<file path="src/rtl/audio_sd_dac_pkg.sv">
// Shared constants for the stereo sigma-delta audio DAC: sample width default,
// integrator sizing and the gain ramp scale.
package audio_pkg;

  localparam int IN_W_DEF   = 6;
  localparam int GAIN_W     = 7;
  localparam int GAIN_MAX   = 64;
  localparam int GAIN_SHIFT = 6;

  // Integrators carry four guard bits over the sample width.
  function automatic int integ_w(input int in_w);
    return in_w + 4;
  endfunction

endpackage

</file>
<file path="src/rtl/audio_sd_dac_sd_mod2.sv">
// Per-channel second-order error-feedback sigma-delta modulator with
// saturating integrators and a registered 1-bit output.
module sd_mod2
  import audio_pkg::*;
#(
  parameter int IN_W = IN_W_DEF
) (
  input  logic            clk_sys,
  input  logic            reset_n,
  input  logic [IN_W-1:0] xs,
  output logic            y
);

  localparam int EW = integ_w(IN_W);
  localparam int AW = IN_W + 5;
  localparam logic signed [AW-1:0] RAIL_HI = AW'(1 << (IN_W + 2));
  localparam logic signed [AW-1:0] RAIL_LO = -RAIL_HI;
  localparam logic signed [AW-1:0] FB_ONE  = AW'((1 << IN_W) - 1);

  // Clamp to the rail; the wide sum guarantees the sign is never lost.
  function automatic logic signed [EW-1:0] sat(input logic signed [AW-1:0] v);
    if (v > RAIL_HI) return EW'(RAIL_HI);
    if (v < RAIL_LO) return EW'(RAIL_LO);
    return EW'(v);
  endfunction

  logic signed [EW-1:0] e1_p2, e2_p2;
  logic                 y_p2;
  logic signed [AW-1:0] fb, xs_s, e1_sum, e2_sum;
  logic signed [EW-1:0] e1_nxt, e2_nxt;

  always_comb begin
    fb     = y_p2 ? FB_ONE : '0;
    xs_s   = AW'($signed({1'b0, xs}));
    e1_sum = AW'(e1_p2) + xs_s - fb;
    e1_nxt = sat(e1_sum);
    e2_sum = AW'(e2_p2) + AW'(e1_nxt) - fb;
    e2_nxt = sat(e2_sum);
  end

  // Stage 3: integrators and quantiser
  always_ff @(posedge clk_sys or negedge reset_n) begin
    if (!reset_n) begin
      e1_p2 <= '0;
      e2_p2 <= '0;
      y_p2  <= 1'b0;
    end else begin
      e1_p2 <= e1_nxt;
      e2_p2 <= e2_nxt;
      y_p2  <= !e2_nxt[EW-1] && (e2_nxt != '0);
    end
  end

  assign y = y_p2;

endmodule

</file>
<file path="src/rtl/audio_sd_dac.sv">
// Stereo second-order sigma-delta audio DAC with a soft-mute gain ramp that
// starts silent out of reset and fades in/out on the mute level.
module audio_sd_dac
  import audio_pkg::*;
#(
  parameter int IN_W     = IN_W_DEF,
  parameter int RAMP_DIV = 1024
) (
  input  logic            clk_sys,
  input  logic            reset_n,
  input  logic [IN_W-1:0] audio_l,
  input  logic [IN_W-1:0] audio_r,
  input  logic            mute,
  output logic            dac_l,
  output logic            dac_r,
  output logic            ramp_busy
);

  localparam int PW = (RAMP_DIV > 1) ? $clog2(RAMP_DIV) : 1;
  localparam logic [PW-1:0]     PRE_LAST  = PW'(RAMP_DIV - 1);
  localparam logic [GAIN_W-1:0] GAIN_FULL = GAIN_W'(GAIN_MAX);

  // Unsigned x * gain with a full-width product, then drop the gain scale.
  function automatic logic [IN_W-1:0] scale(input logic [IN_W-1:0] x,
                                            input logic [GAIN_W-1:0] g);
    logic [IN_W+GAIN_W-1:0] prod;
    prod = {{GAIN_W{1'b0}}, x} * {{IN_W{1'b0}}, g};
    return prod[GAIN_SHIFT +: IN_W];
  endfunction

  logic [PW-1:0]     pre;
  logic [GAIN_W-1:0] gain;
  logic              pre_wrap;

  assign pre_wrap = (pre == PRE_LAST);

  // Free-running prescaler; mute direction is only consulted at wrap.
  always_ff @(posedge clk_sys or negedge reset_n) begin
    if (!reset_n) begin
      pre  <= '0;
      gain <= '0;
    end else begin
      pre <= pre_wrap ? '0 : pre + 1'b1;
      if (pre_wrap) begin
        if (!mute && (gain != GAIN_FULL)) gain <= gain + 1'b1;
        else if (mute && (gain != '0))    gain <= gain - 1'b1;
      end
    end
  end

  assign ramp_busy = mute ? (gain != '0) : (gain != GAIN_FULL);

  logic [IN_W-1:0] x_l_p0, x_r_p0;
  logic [IN_W-1:0] xs_l_p1, xs_r_p1;

  // Stage 1: input capture
  always_ff @(posedge clk_sys or negedge reset_n) begin
    if (!reset_n) begin
      x_l_p0 <= '0;
      x_r_p0 <= '0;
    end else begin
      x_l_p0 <= audio_l;
      x_r_p0 <= audio_r;
    end
  end

  // Stage 2: gain scaling
  always_ff @(posedge clk_sys or negedge reset_n) begin
    if (!reset_n) begin
      xs_l_p1 <= '0;
      xs_r_p1 <= '0;
    end else begin
      xs_l_p1 <= scale(x_l_p0, gain);
      xs_r_p1 <= scale(x_r_p0, gain);
    end
  end

  logic y_l, y_r;

  sd_mod2 #(.IN_W(IN_W)) u_mod_l (
    .clk_sys (clk_sys),
    .reset_n (reset_n),
    .xs      (xs_l_p1),
    .y       (y_l)
  );

  sd_mod2 #(.IN_W(IN_W)) u_mod_r (
    .clk_sys (clk_sys),
    .reset_n (reset_n),
    .xs      (xs_r_p1),
    .y       (y_r)
  );

  assign dac_l = y_l;
  assign dac_r = y_r;

endmodule

</file>
<file path="config.mk">
export PLATFORM = sky130hd
export DESIGN_NAME = audio_sd_dac
export DESIGN_NICKNAME = d
export VERILOG_FILES = /design/src/rtl/audio_sd_dac_pkg.sv /design/src/rtl/audio_sd_dac_sd_mod2.sv /design/src/rtl/audio_sd_dac.sv
export SDC_FILE = /design/constraint.sdc
export NUM_CORES = 1
export LEC_CHECK = 0
export BUFFER_PORTS_ARGS = -buffer_cell sky130_fd_sc_hd__buf_2
export CAP_MARGIN = 20
export CORE_UTILIZATION = 50
export DETAILED_ROUTE_END_ITERATION = 16
export PLACE_DENSITY_LB_ADDON = 0.3
export SYNTH_ARGS = -nofsm -noshare
export SYNTH_HDL_FRONTEND = slang
export SYNTH_SLANG_ARGS = --single-unit
</file>
<file path="constraint.sdc">
create_clock -name clk_sys -period 5.8 [get_ports clk_sys]
set_input_delay 0.29 -clock clk_sys [delete_from_list [all_inputs] [get_ports clk_sys]]
set_output_delay 0.29 -clock clk_sys [all_outputs]
set_load 0.02 [all_outputs]
</file>
==> flow_metrics.tcl, run 1 <==
set metrics [dict create \
    status "finished, violations left" \
    violations "setup timing" \
    numCtsBuffers 9 \
    gp_congestion 0.8547 \
    port_buffers 17 \
    relSlewSlack_pct 41.82 \
    syn_inst 932 \
    end_kind "flip-flop" \
    gr-max-usage-layer "met2" \
    clock_sinks 83 \
    rsz0062_at_grt "true" \
    clk_latency_ns 0.35 \
    crit_path_max_fanout 7 \
    power.ir.vdd_worst_mv 0.1587 \
    reg2regPathDepth 22 \
    drtPass1Iterations 5 \
    antenna_found_initial 0 \
    start_util_pct 51.60 \
    grt_max_degree 70 \
    die_w_um 130.5 \
    cp_data_arrival_time_ns 6.08 \
    cp_top_family "compound AO/OA/AOI/OAI gates" \
    drive_gt1_share_pct 22.26 \
    critPathSlowestCell "fa_1" \
    drc 0 \
    syn_to_final_growth_pct 23.36 \
    synth_cell_types 69 \
    synth.avg_cell_area_um2 8.858 \
    slew_violations 0 \
    hold_start "audio_r[2]" \
    grt_pass1_wl_um 30730 \
    max_freq_mhz 170.7 \
    synth_edf_count 0 \
    grtUsageMet3_pct 3.583 \
    r2r_end "u_mod_l.e2_p2[0]" \
    wire_per_inst_um 14.59 \
    pre_cts_ws_ns -0.3579 \
    cts_root_buf "clkbuf_16" \
    grt-ovfl-total 0 \
    worst_pin_slew_ns 0.8728 \
    cp-start-kind "flip-flop" \
    yosys.area.top_type "dfrtp_1" \
    hold_depth 1 \
    row_count 46 \
    finalSetupViolations 5 \
    htreeDepth 3 \
    ant_nets 0 \
    track_usage_pct 22.91 \
    first_iter_violations 367 \
    max_stage_delay_ns 0.54 \
    critPathKind "reg2reg" \
    finalCriticalPeriod_ns 5.857 \
    core_area_um2 16000 \
    fin_crit_sh_pct 101.0 \
    cp.depth 22 \
    multi_input_area_um2 6062 \
    use_met2_pct 39.09 \
    cts_buffer_depth 2 \
    fillCellCount 1311 \
    yosys-top-cells-count "inv_1 (169), ha_1 (92), nand2_1 (90)" \
    syn_area_um2 8255 \
    ff_latch_area_um2 2082 \
    cp_num_buf_inv 5 \
    grt_pass1_vias 6679 \
    critical_path.cell_chain "buf_4, fa_1, inv_1, ha_4, o21ai_2, nor2_2, o311a_1, or4_4, buf_6, a41oi_4, nor2_2, fa_1, inv_2, fa_2, nand2b_4, a21o_1, buf_4, and3b_2, o211ai_1, o311ai_2, a41oi_2, nor2b_1" \
    diodes 0 \
    pin_count 18 \
    synth_flop_cell "dfrtp_1" \
    via_per_inst 5.315 \
    power_density_nw_per_um2 114.2 \
    yosysMostFrequentCell "inv_1" \
    clkTransAtPathRegs_ns 0.07 \
    hp-class "in2reg" \
    worstHoldEndpoint "x_r_p0[2]" \
    synth_area_leaders "dfrtp_1 (25%), fa_1 (15%), ha_1 (14%), inv_1 (7.7%), nand2_1 (4.1%)" \
    gr-usage-met1_pct 30.10 \
    final_nets 1216 \
    fp.dieH_um 130.5 \
    ys_warn_count 0 \
    rrSetupSlack_ns -0.06 \
    timing.max_cap.violations 0 \
    crit_required_ns 6.02 \
    reg2reg_from "u_mod_l.y" \
    synth_seq_area_share_pct 25.16 \
    via_count 6734 \
    hpwl_um 13270 \
    clock-skew-final_ns 0.007613 \
    p_leak_nw 5.042 \
    synth_top_area_share_pct 25.16 \
    ys_ff_latch 83 \
    dieArea_um2 17030 \
    final_util_pct 63.65 \
    async_flop_share_pct 100.0 \
    syn_nets 1102 \
    fin_ws_ns -0.05750 \
    hold_viol_final 0 \
    wl_um 18490 \
    cts_tree "done" \
    crit_path_start "u_mod_l.y" \
]
per-stage QoR:
step | total power (W) | instance area (µm²) | hold WS (ns) | TNS [ns] | instances
after floorplan | 0.0006042 | 8295 | -0.005591 | 0 | 932
after global placement | 0.0006250 | 9168 | 0.1682 | -1.516 | 1227
after detailed placement | 0.0006255 | 9168 | 0.1683 | -2.544 | 1227
after CTS | 0.001174 | 9793 | 0.03073 | 0 | 1258
after global routing | 0.001204 | 10180 | 0.02868 | -1.884 | 1267
final | 0.001163 | 10180 | 0.04231 | -0.2542 | 1267
final cells by class:
class / count / share of cell area, %
Clock buffer: 9 / 2.212
Clock inverter: 7 / 0.5283
Inverter: 169 / 6.229
Multi-Input combinational cell: 667 / 59.53
Sequential cell: 83 / 20.44
Tap cell: 216 / 2.654
Timing Repair Buffer: 116 / 8.404
worst register-to-register path, delay by kind of cell (launching register included):
family | cells | cell delay (ns)
compound gates | 7 | 1.87
simple gates | 6 | 1.13
buf+inv | 5 | 0.57
flops | 1 | 0.53
fa+ha+maj | 4 | 1.64
registers in the layout, indices dropped and copies added (netlist names), 7 cells and up:
| signal | flops |
|---|---|
| u_mod_r.e2_p2 | 10 |
| u_mod_l.e1_p2 | 10 |
| u_mod_l.e2_p2 | 10 |
| gain | 7 |
| u_mod_r.e1_p2 | 10 |
| pre | 10 |
layer usage:
metal,wire (µm),vias to the layer above
li1,-,3319
met1,8544,3255
met2,9081,131
met3,553,29
met4,312,0
met5,0,-
where the power goes:
group	switching, W	leakage, nW	total [W]	internal, W
logic	0.0000164	3.80	0.0000235	0.00000704
registers	0.00000790	1.11	0.000591	0.000583
clock network	0.000256	0.128	0.000549	0.000292
total	0.000281	5.04	0.00116	0.000882
kinds of logic after synthesis:
group / synth area share, %
fa+ha+maj: 29.22
simple gates: 18.04
xor+xnor: 4.774
flops: 25.16
mux: 0.6214
buf+inv: 8.275
compound gates: 13.91
timing repair:
item                                    CTS  global route
pin swaps                                24            47
buffers inserted                         14             9
endpoints found under the setup margin   12            20
hold endpoints to repair                 14             0
hold buffers                              1             0
gates resized for setup                  43            73
worst max-delay path by stage:
stage,endpoint,slack (ns)
2_1_floorplan,u_mod_l.e2_p2[2],0.006
6_report,u_mod_l.e2_p2[0],-0.06
5_1_grt,u_mod_l.e2_p2[2],-0.21
3_3_place_gp,u_mod_l.e2_p2[2],-0.26
4_1_cts,u_mod_l.e2_p2[2],0.003
3_5_place_dp,u_mod_l.e2_p2[2],-0.36
cells in the final DEF, fill, tap and decap left out, types with 5 or more instances in the layout:
cell type | Yosys | final
nand2_1 | 90 | 89
a21oi_1 | 42 | 37
nor2b_1 | 15 | 12
buf_2 | 0 | 16
o21a_1 | 10 | 9
xnor2_1 | 31 | 29
inv_1 | 169 | 166
ha_4 | 0 | 8
ha_1 | 92 | 79
fa_1 | 63 | 61
a21o_1 | 9 | 8
nand2b_1 | 14 | 10
nor2_1 | 51 | 47
o21bai_1 | 6 | 6
o21ai_1 | 1 | 6
nor3_1 | 17 | 15
clkbuf_16 | 0 | 9
ha_2 | 0 | 5
buf_4 | 0 | 93
or2_2 | 7 | 7
a21oi_2 | 1 | 5
dfrtp_1 | 83 | 81
and2_1 | 42 | 41
o211ai_1 | 6 | 6
xor2_1 | 14 | 13
o21ai_0 | 39 | 30
buf_6 | 0 | 6
nand3_1 | 9 | 8
No activity file was read; power rests on OpenSTA's default activity.
==> run 2: changes to the inputs <==
SETUP_SLACK_MARGIN = 0.15   (was unset)
==> flow_metrics.tcl, run 2 (synthesis gave the netlist of run 1 again) <==
set metrics [dict create \
    status "completed" \
    final_nets 1228 \
    clock-skew-final_ns 0.005309 \
    cts_tree "done" \
    timing.max_cap.violations 0 \
    max_stage_delay_ns 0.52 \
    crit_required_ns 6.07 \
    slew_violations 0 \
    power.ir.vdd_worst_mv 0.1485 \
    via_count 6866 \
    ant_nets 0 \
    max_freq_mhz 176.1 \
    pin_count 18 \
    drc 0 \
    worstHoldEndpoint "x_l_p0[3]" \
    critPathKind "reg2reg" \
    fp.dieH_um 130.5 \
    core_area_um2 16000 \
    track_usage_pct 23.15 \
    power_density_nw_per_um2 119.9 \
    wire_per_inst_um 15.41 \
    cts_root_buf "clkbuf_16" \
    reg2reg_from "u_mod_l.y" \
    crit_path_max_fanout 5 \
    final_common_cell "inv_1" \
    final_area_um2 10570 \
    hold_depth 1 \
    hold_viol_final 0 \
    end_kind "flip-flop" \
    dpl_cell_area_um2 9319 \
    htreeDepth 3 \
    diodes 0 \
    cp_data_arrival_time_ns 5.95 \
    clkTransAtPathRegs_ns 0.06 \
    drive_gt1_share_pct 26.15 \
    p_leak_nw 5.209 \
    antenna_found_initial 0 \
    dieArea_um2 17030 \
    gp_congestion 0.8666 \
    cts_buffer_depth 2 \
    cp-start-kind "flip-flop" \
    combPwrFrac_pct 1.8 \
    fin_ws_ns 0.1227 \
    hp-class "in2reg" \
    first_iter_violations 382 \
    grt-ovfl-total 0 \
    reg2regPathDepth 21 \
    wl_um 19710 \
    die_w_um 130.5 \
    worst_pin_slew_ns 0.9109 \
    r2r_end "u_mod_l.e2_p2[2]" \
    clock_sinks 83 \
    p_sw_share_pct 21.74 \
    rsz0062_at_grt "true" \
    hold_start "audio_l[3]" \
    row_count 46 \
    grt_max_degree 71 \
    finalCriticalPeriod_ns 5.677 \
    fin_crit_sh_pct 97.88 \
    clk_latency_ns 0.35 \
    finalSetupViolations 0 \
    relSlewSlack_pct 39.27 \
    grt_pass1_vias 6621 \
    p_int_w 0.0009925 \
    critPathSlowestCell "dfrtp_4" \
    clock_power_share_pct 51.6 \
    critical_path.cell_chain "buf_12, fa_1, inv_1, ha_2, or3_4, o311a_1, or4_4, buf_4, a41oi_4, nor2_2, fa_1, inv_1, fa_2, nand2b_4, a21o_4, a21oi_2, o31ai_1, buf_4, a2111oi_4, a41oi_2, a21oi_1" \
    layout_common_cells "inv_1 (161), buf_4 (98), nand2_1 (84)" \
    via_per_inst 5.368 \
    numCtsBuffers 9 \
    p_seq_share_pct 46.6 \
    rrSetupSlack_ns 0.12 \
    drtPass1Iterations 5 \
    syn_to_final_growth_pct 28.08 \
    grt_pass1_wl_um 31060 \
    start_util_pct 51.60 \
    hpwl_um 13450 \
    pre_cts_ws_ns -0.1859 \
    port_buffers 17 \
    power.net_switching_w 0.0002758 \
]
run 2: how the worst max path moves through the flow:
stage / start / end / slack [ns] / cells past startpoint
finish: u_mod_l.y / u_mod_l.e2_p2[2] / 0.12 / 21
global route: u_mod_l.y / u_mod_l.e2_p2[2] / -0.07 / 21
CTS: u_mod_l.y / u_mod_l.e2_p2[2] / 0.01 / 20
detailed placement: u_mod_l.y / u_mod_l.e2_p2[2] / -0.19 / 19
global placement: u_mod_l.y / u_mod_l.e2_p2[2] / -0.09 / 19
floorplan: u_mod_l.y / u_mod_l.e2_p2[2] / 0.13 / 18
run 2: cell type report:
class	instances	area (µm²)
Multi-Input combinational cell	667	6267
Fill cell	1253	5426
Sequential cell	83	2082
Timing Repair Buffer	128	980.9
Inverter	169	636.9
Tap cell	216	270.3
Clock buffer	11	252.7
Clock inverter	5	83.83
run 2: power by group through the flow:
stage / logic, W / registers (W) / clock network (W)
floorplan: 0.00000530 / 0.000599 / 0
global placement: 0.0000230 / 0.000601 / 0
detailed placement: 0.0000236 / 0.000601 / 0
CTS: 0.0000241 / 0.000590 / 0.000662
global route: 0.0000271 / 0.000591 / 0.000686
finish: 0.0000230 / 0.000591 / 0.000655
run 2: repair_timing:
item	4_1_cts	5_1_grt
endpoints found under the setup margin	20	21
gates resized for setup	63	96
pin swaps	40	53
gates cloned	0	0
hold buffers	1	0
endpoints found under the hold margin	13	0
buffers inserted	14	8
run 2: worst max-delay path: cells and delay by family (launching register included):
| kind | cells | cell delay, ns |
|---|---|---|
| flops | 1 | 0.52 |
| buf+inv | 5 | 0.59 |
| simple gates | 4 | 1.09 |
| compound gates | 8 | 1.77 |
| fa+ha+maj | 4 | 1.61 |
run 2: metal layers:
layer / up-vias / wire (µm) / GRT usage, %
met2: 130 / 10090 / 39.99
li1: 3343 / - / -
met4: 0 / 413 / 6.694
met5: - / 0 / 0
met1: 3353 / 8689 / 30.58
met3: 40 / 522 / 2.850
run 2: per-stage QoR:
step | hold slack, ns | setup TNS, ns | power [W] | instances | utilization [%]
after floorplan | -0.005591 | 0 | 0.0006042 | 932 | -
after global placement | 0.1443 | -0.3662 | 0.0006244 | 1240 | 58.24
after detailed placement | 0.1459 | -1.115 | 0.0006249 | 1240 | 58.24
after CTS | 0.03220 | 0 | 0.001277 | 1271 | 63.00
after global routing | 0.03491 | -0.2660 | 0.001304 | 1279 | 66.09
final | 0.04087 | 0 | 0.001268 | 1279 | 66.09
